## src/rtl/mem_wb_skid_pkg.sv

```systemverilog
// Shared definitions for the MEM/WB skid stage: default widths, stall bit
// names, canonical zero values and the occupancy encoding.
package mem_wb_skid_pkg;

  localparam int CH_DEF      = 2;
  localparam int AW_DEF      = 5;
  localparam int DW_DEF      = 32;
  localparam int STALL_W_DEF = 6;

  localparam int STALL_MEMWB = 3;

  localparam logic [AW_DEF-1:0] NOPRegAddr = 5'b00000;
  localparam logic [DW_DEF-1:0] ZeroWord   = 32'h0000_0000;

  typedef enum logic [1:0] {
    OCC_EMPTY = 2'd0,
    OCC_ONE   = 2'd1,
    OCC_TWO   = 2'd2
  } occ_e;

endpackage

```

## src/rtl/mem_wb_skid_sanitise.sv

```systemverilog
// Combinational write-request cleanup for one writeback bundle: drops x0
// writes and, on duplicate destinations, keeps only the highest channel.
module wb_bundle_sanitise
  import mem_wb_skid_pkg::*;
#(
  parameter int CH = CH_DEF,
  parameter int AW = AW_DEF
) (
  input  logic [CH-1:0]    req,
  input  logic [CH*AW-1:0] addr,
  output logic [CH-1:0]    req_clean
);

  // Later channels are younger in program order, so they win a conflict.
  always_comb begin
    req_clean = {CH{1'b0}};
    for (int i = 0; i < CH; i++) begin
      req_clean[i] = req[i] && (addr[i*AW +: AW] != AW'(NOPRegAddr));
      for (int j = i + 1; j < CH; j++) begin
        if (req[j] && (addr[j*AW +: AW] == addr[i*AW +: AW])) begin
          req_clean[i] = 1'b0;
        end else begin
          req_clean[i] = req_clean[i];
        end
      end
    end
  end

endmodule

```

## src/rtl/mem_wb_skid.sv

```systemverilog
// MEM/WB pipeline stage with a valid/ready handshake and a two-entry
// (main + skid) buffer carrying CH register writeback channels per bundle.
module mem_wb_skid
  import mem_wb_skid_pkg::*;
#(
  parameter int CH        = CH_DEF,
  parameter int AW        = AW_DEF,
  parameter int DW        = DW_DEF,
  parameter int STALL_W   = STALL_W_DEF,
  parameter int STALL_BIT = STALL_MEMWB
) (
  input  logic               clk,
  input  logic               rst,
  input  logic               rdy,
  input  logic               flush,
  input  logic [STALL_W-1:0] stall_state,
  input  logic               in_valid,
  output logic               in_ready,
  input  logic [CH-1:0]      in_w_req,
  input  logic [CH*AW-1:0]   in_w_addr,
  input  logic [CH*DW-1:0]   in_w_data,
  output logic               out_valid,
  input  logic               out_ready,
  output logic [CH-1:0]      wb_w_req,
  output logic [CH*AW-1:0]   wb_w_addr,
  output logic [CH*DW-1:0]   wb_w_data,
  output logic [1:0]         occ
);

  logic             main_valid_r, skid_valid_r, rst_done_r;
  logic [CH-1:0]    main_req_r, skid_req_r;
  logic [CH*AW-1:0] main_addr_r, skid_addr_r;
  logic [CH*DW-1:0] main_data_r, skid_data_r;

  logic             main_valid_nxt_s, skid_valid_nxt_s;
  logic [CH-1:0]    main_req_nxt_s, skid_req_nxt_s;
  logic [CH*AW-1:0] main_addr_nxt_s, skid_addr_nxt_s;
  logic [CH*DW-1:0] main_data_nxt_s, skid_data_nxt_s;

  logic [CH-1:0] san_req_s;
  logic          frz_s, flush_s, push_s, pop_s, in_ready_s;
  logic          unused_stall_s;
  occ_e          occ_state_s;

  wb_bundle_sanitise #(.CH(CH), .AW(AW)) u_sanitise (
    .req       (in_w_req),
    .addr      (in_w_addr),
    .req_clean (san_req_s)
  );

  assign unused_stall_s = ^stall_state;

  assign frz_s      = !rdy || stall_state[STALL_BIT];
  assign flush_s    = flush && rdy;
  // rst_done_r keeps in_ready low until the first edge after reset release.
  assign in_ready_s = rst_done_r && !skid_valid_r && !frz_s;
  assign push_s     = in_valid && in_ready_s;
  assign pop_s      = main_valid_r && out_ready && !frz_s;

  assign occ_state_s = skid_valid_r ? OCC_TWO : (main_valid_r ? OCC_ONE : OCC_EMPTY);

  assign in_ready  = in_ready_s;
  assign out_valid = main_valid_r;
  assign wb_w_req  = main_req_r & {CH{main_valid_r}};
  assign wb_w_addr = main_addr_r;
  assign wb_w_data = main_data_r;
  assign occ       = occ_state_s;

  // Next buffer contents from flush, freeze and the push/pop handshake.
  always_comb begin
    main_valid_nxt_s = main_valid_r;
    main_req_nxt_s   = main_req_r;
    main_addr_nxt_s  = main_addr_r;
    main_data_nxt_s  = main_data_r;
    skid_valid_nxt_s = skid_valid_r;
    skid_req_nxt_s   = skid_req_r;
    skid_addr_nxt_s  = skid_addr_r;
    skid_data_nxt_s  = skid_data_r;
    if (flush_s) begin
      main_valid_nxt_s = 1'b0;
      skid_valid_nxt_s = 1'b0;
      main_req_nxt_s   = {CH{1'b0}};
      skid_req_nxt_s   = {CH{1'b0}};
    end else if (frz_s) begin
      main_valid_nxt_s = main_valid_r;
    end else begin
      case (occ_state_s)
        OCC_EMPTY: begin
          if (push_s) begin
            main_valid_nxt_s = 1'b1;
            main_req_nxt_s   = san_req_s;
            main_addr_nxt_s  = in_w_addr;
            main_data_nxt_s  = in_w_data;
          end else begin
            main_valid_nxt_s = 1'b0;
          end
        end
        OCC_ONE: begin
          if (push_s && !pop_s) begin
            skid_valid_nxt_s = 1'b1;
            skid_req_nxt_s   = san_req_s;
            skid_addr_nxt_s  = in_w_addr;
            skid_data_nxt_s  = in_w_data;
          end else if (push_s) begin
            main_req_nxt_s  = san_req_s;
            main_addr_nxt_s = in_w_addr;
            main_data_nxt_s = in_w_data;
          end else if (pop_s) begin
            main_valid_nxt_s = 1'b0;
          end else begin
            main_valid_nxt_s = main_valid_r;
          end
        end
        OCC_TWO: begin
          if (pop_s) begin
            main_req_nxt_s   = skid_req_r;
            main_addr_nxt_s  = skid_addr_r;
            main_data_nxt_s  = skid_data_r;
            skid_valid_nxt_s = 1'b0;
          end else begin
            skid_valid_nxt_s = skid_valid_r;
          end
        end
        default: begin
          main_valid_nxt_s = 1'b0;
          skid_valid_nxt_s = 1'b0;
        end
      endcase
    end
  end

  // Buffer state registers, cleared asynchronously by reset.
  always_ff @(posedge clk or negedge rst) begin
    if (!rst) begin
      rst_done_r   <= 1'b0;
      main_valid_r <= 1'b0;
      skid_valid_r <= 1'b0;
      main_req_r   <= {CH{1'b0}};
      skid_req_r   <= {CH{1'b0}};
      main_addr_r  <= {CH{AW'(NOPRegAddr)}};
      skid_addr_r  <= {CH{AW'(NOPRegAddr)}};
      main_data_r  <= {CH{DW'(ZeroWord)}};
      skid_data_r  <= {CH{DW'(ZeroWord)}};
    end else begin
      rst_done_r   <= 1'b1;
      main_valid_r <= main_valid_nxt_s;
      skid_valid_r <= skid_valid_nxt_s;
      main_req_r   <= main_req_nxt_s;
      skid_req_r   <= skid_req_nxt_s;
      main_addr_r  <= main_addr_nxt_s;
      skid_addr_r  <= skid_addr_nxt_s;
      main_data_r  <= main_data_nxt_s;
      skid_data_r  <= skid_data_nxt_s;
    end
  end

endmodule

```

## config.mk

```make
export PLATFORM = sky130hd
export DESIGN_NAME = mem_wb_skid
export DESIGN_NICKNAME = d
export VERILOG_FILES = /design/src/rtl/mem_wb_skid_pkg.sv /design/src/rtl/mem_wb_skid_sanitise.sv /design/src/rtl/mem_wb_skid.sv
export SDC_FILE = /design/constraint.sdc
export NUM_CORES = 1
export LEC_CHECK = 0
export CAP_MARGIN = 15
export CORE_ASPECT_RATIO = 1.25
export CORE_UTILIZATION = 51
export CTS_CLUSTER_SIZE = 30
export DETAILED_ROUTE_END_ITERATION = 10
export GPL_ROUTABILITY_DRIVEN = 0
export PLACE_DENSITY = 0.81
export SYNTH_ARGS = -nofsm -noshare
export SYNTH_HDL_FRONTEND = slang
export SYNTH_HIERARCHICAL = 1
export SYNTH_SLANG_ARGS = --single-unit
export TNS_END_PERCENT = 5
```

## constraint.sdc

```tcl
create_clock -name clk -period 2.24 [get_ports clk]
set_input_delay 0.224 -clock clk [delete_from_list [all_inputs] [get_ports clk]]
set_output_delay 0.224 -clock clk [all_outputs]
set_load 0.01 [all_outputs]
```

==> results.cfg <==
[outcome]
status = finished clean

[worst_setup_path]
worstPathRequired_ns = 2.02
cp_cell_sequence = buf_12, nor2b_1, clkdlybuf4s50_1
start_kind = flip-flop
cp.arrival_ns = 1.88
crit_type = flip-flop to output port
slowest_stage = clkdlybuf4s50_1
cp-end-kind = output port
slowest_delay_ns = 0.57
critPathMaxFanout = 39

[grt]
grt_pass1_vias = 5047
grt_usage_pct = 22.6
grt_pass1_wl_microns = 25500
grt_max_degree = 61
grt_overflow = 0
antenna_found_initial = 0

[sta]
setup_ws_ns = 0.138
tightest_slew_ns = 0.616
hold_violations = 0
slew_viol_final = 0
setup_violations = 0
skew_ns = 0.00617
max_freq_ghz = 0.476
fin_setup_tns_ns = 0
rsz0062_at_grt = false
slew-limit-headroom_pct = 59.0
final.period_utilization_pct = 93.8
min_period_ns = 2.10

[logic_synthesis]
netlist.area_leader.share_pct = 52.3
avgSynthCellArea_sq_um = 16.4
synth_largest_area_cell = dfrtp_1
yosys_warnings = 6
ys_types = 41
syn_area_sq_um = 7420
syn_nets = 542
synth-main-ff-cell = dfrtp_1
synth.yosys.seq_area_share_pct = 52.3
synth_seq_cells = 155
synthArstFlopShare_pct = 100
synth_edf_count = 0
synthCells = 454
synth.area.top_cells = dfrtp_1, mux2_4, mux2_2, buf_6, buf_8

[finish]
syn_to_final_growth_pct = 33.1
seq_area_sq_um = 3880
drive_above_1_share_pct = 43.2
multi_input_area_sq_um = 3330
final_nets = 711
antenna_cells = 0
fill_cells = 915

[detailed_routing]
routed_wl_microns = 15900
route.detailed.drc = 0
ant_nets = 0
viasPerCell = 5.38
first_iter_violations = 184
firstDrtPassIters = 4
vias = 4365
wl_per_cell_microns = 19.6

[placement]
dp_hpwl_microns = 10500
portBuffers = 162
place_ws_ns = 0.182

[job]
max_cap_violations = 0

[die]
dieHeight_microns = 137
initial_core_util_pct = 53.0
fp.dieW_microns = 110
io_pins = 168
die-area_sq_um = 15000
rows = 48
fp.coreArea_sq_um = 14000

[clock_network]
cts_tree = done
cts_max_level = 4
numCtsBuffers = 17
cts_num_sinks = 155
cts.clk_slew.worst_paths_ns = 0.06
clk_path_buf_depth = 2
worstSkewPairLatency_ns = 0.42
clock-root-buffer = clkbuf_16

[power]
vdd_drop_max_mv = 0.703
p_leak_nw = 4.55
power_density_nw_per_um2 = 896

[hold_path]
worstHoldPathType = input port to async pin
==> power breakdown <==
part / switching [mW] / internal, mW
clock: 1.14 / 1.82
combinational: 0.729 / 1.53
sequential: 0.309 / 3.32
==> worst max-delay path, delay by kind of cell (launching register included) <==
kind	cells	cell delay [ns]
buffers and inverters	2	0.77
DFF	1	0.51
and+or+nand+nor	1	0.16
==> worst paths after layout <==
kind / startpoint / slack [ns] / cells past startpoint / to
setup / recovery: skid_valid_r / 0.14 / 3 / occ[0]
hold / removal: rst / 0.35 / 2 / skid_data_r[12]
setup reg to reg: skid_valid_r / 0.25 / 5 / wb_w_data[63]
hold reg to reg: wb_w_addr[1] / 0.50 / 1 / wb_w_addr[1]
max in group asynchronous: rst / 1.22 / 3 / skid_data_r[25]
min in group clk: in_w_data[36] / 0.44 / 2 / skid_data_r[36]
==> through the flow <==
step / power [mW] / cell area, sq um / util (%) / hold WS (ns) / std cells
after floorplan: 4.67 / 7420 / - / -0.0716 / 454
after global placement: 5.86 / 9240 / 66.0 / 0.248 / 777
after detailed placement: 5.94 / 9240 / 66.0 / 0.252 / 777
after CTS: 8.95 / 9870 / 70.5 / 0.354 / 810
after global routing: 9.24 / 9880 / 70.6 / 0.392 / 811
final: 8.86 / 9880 / 70.6 / 0.354 / 811
==> cells in the final DEF, fill, tap and decap left out, types with 2 or more instances in the layout <==
master and count:
clkbuf_16 17, or4_1 2, and2_1 4, buf_4 5, mux2_2 102, bufinv_16 2
nand2b_1 2, mux2_4 120, inv_1 2, a21oi_1 2, o21ai_0 2, nand2_1 2
nand3_1 2, inv_6 2, a221oi_1 2, clkinvlp_4 2, clkdlybuf4s50_1 161, o21a_1 3
xor2_1 4, o31ai_1 2, dfrtp_1 154, buf_12 8, clkbuf_8 6, clkinv_2 3
==> repair_timing <==
action | CTS | global route
gates cloned | 0 | 0
endpoints found under the hold margin | 57 | 0
setup buffers | 0 | 1
resized for setup | 1 | 1
setup endpoints to repair | 1 | 1
hold buffers | 1 | 0
==> cell usage after synthesis, types with 2 or more instances <==
| cell type | count |
|---|---|
| nand2b_1 | 2 |
| xor2_1 | 4 |
| o21ai_0 | 2 |
| and2_1 | 4 |
| buf_2 | 10 |
| mux2_2 | 102 |
| inv_1 | 2 |
| nand2_1 | 2 |
| dfrtp_1 | 155 |
| buf_8 | 6 |
| nand3_1 | 3 |
| mux2_4 | 120 |
| o31ai_1 | 2 |
| o21a_1 | 3 |
| buf_6 | 8 |
| or4_1 | 2 |
| a21oi_1 | 2 |
| a221oi_1 | 2 |
==> final cells by class <==
cell class | instances | area share (%)
Tap cell | 175 | 2.22
Clock inverter | 9 | 1.09
Timing Repair Buffer | 176 | 18.5
Clock buffer | 23 | 5.14
Inverter | 2 | 0.0760
Multi-Input combinational cell | 271 | 33.7
Sequential cell | 155 | 39.3
==> per-layer routing <==
metal	GRT usage, %	part of all wire (%)	up-vias
met3	7.05	6.8	37
met4	11.3	2.7	0
li1	-	-	1969
met2	37.2	49	135
met1	26.6	42	2224
met5	0	0	-
==> sequential cells by signal, summed over array words and instances, names as in the netlist <==
name	flops
skid_req_r	2
main_req_r	2
skid_addr_r	10
wb_w_addr	10
rst_done_r	1
skid_valid_r	1
wb_w_data	64
skid_data_r	64
out_valid	1
==> cell families (layout without fill, tap and decap cells) <==
logic type      count (synthesis)  after routing  share of synthesized area [%]
compound gates                 19             19                           1.84
xor+xnor                        5              5                          0.590
buf+inv                        28            210                           3.35
flops                         155            155                           52.3
mux                           222            222                           39.7
other cells                     1              1                         0.0505
simple gates                   24             24                           2.17
Power figures use the tool's default switching activity.
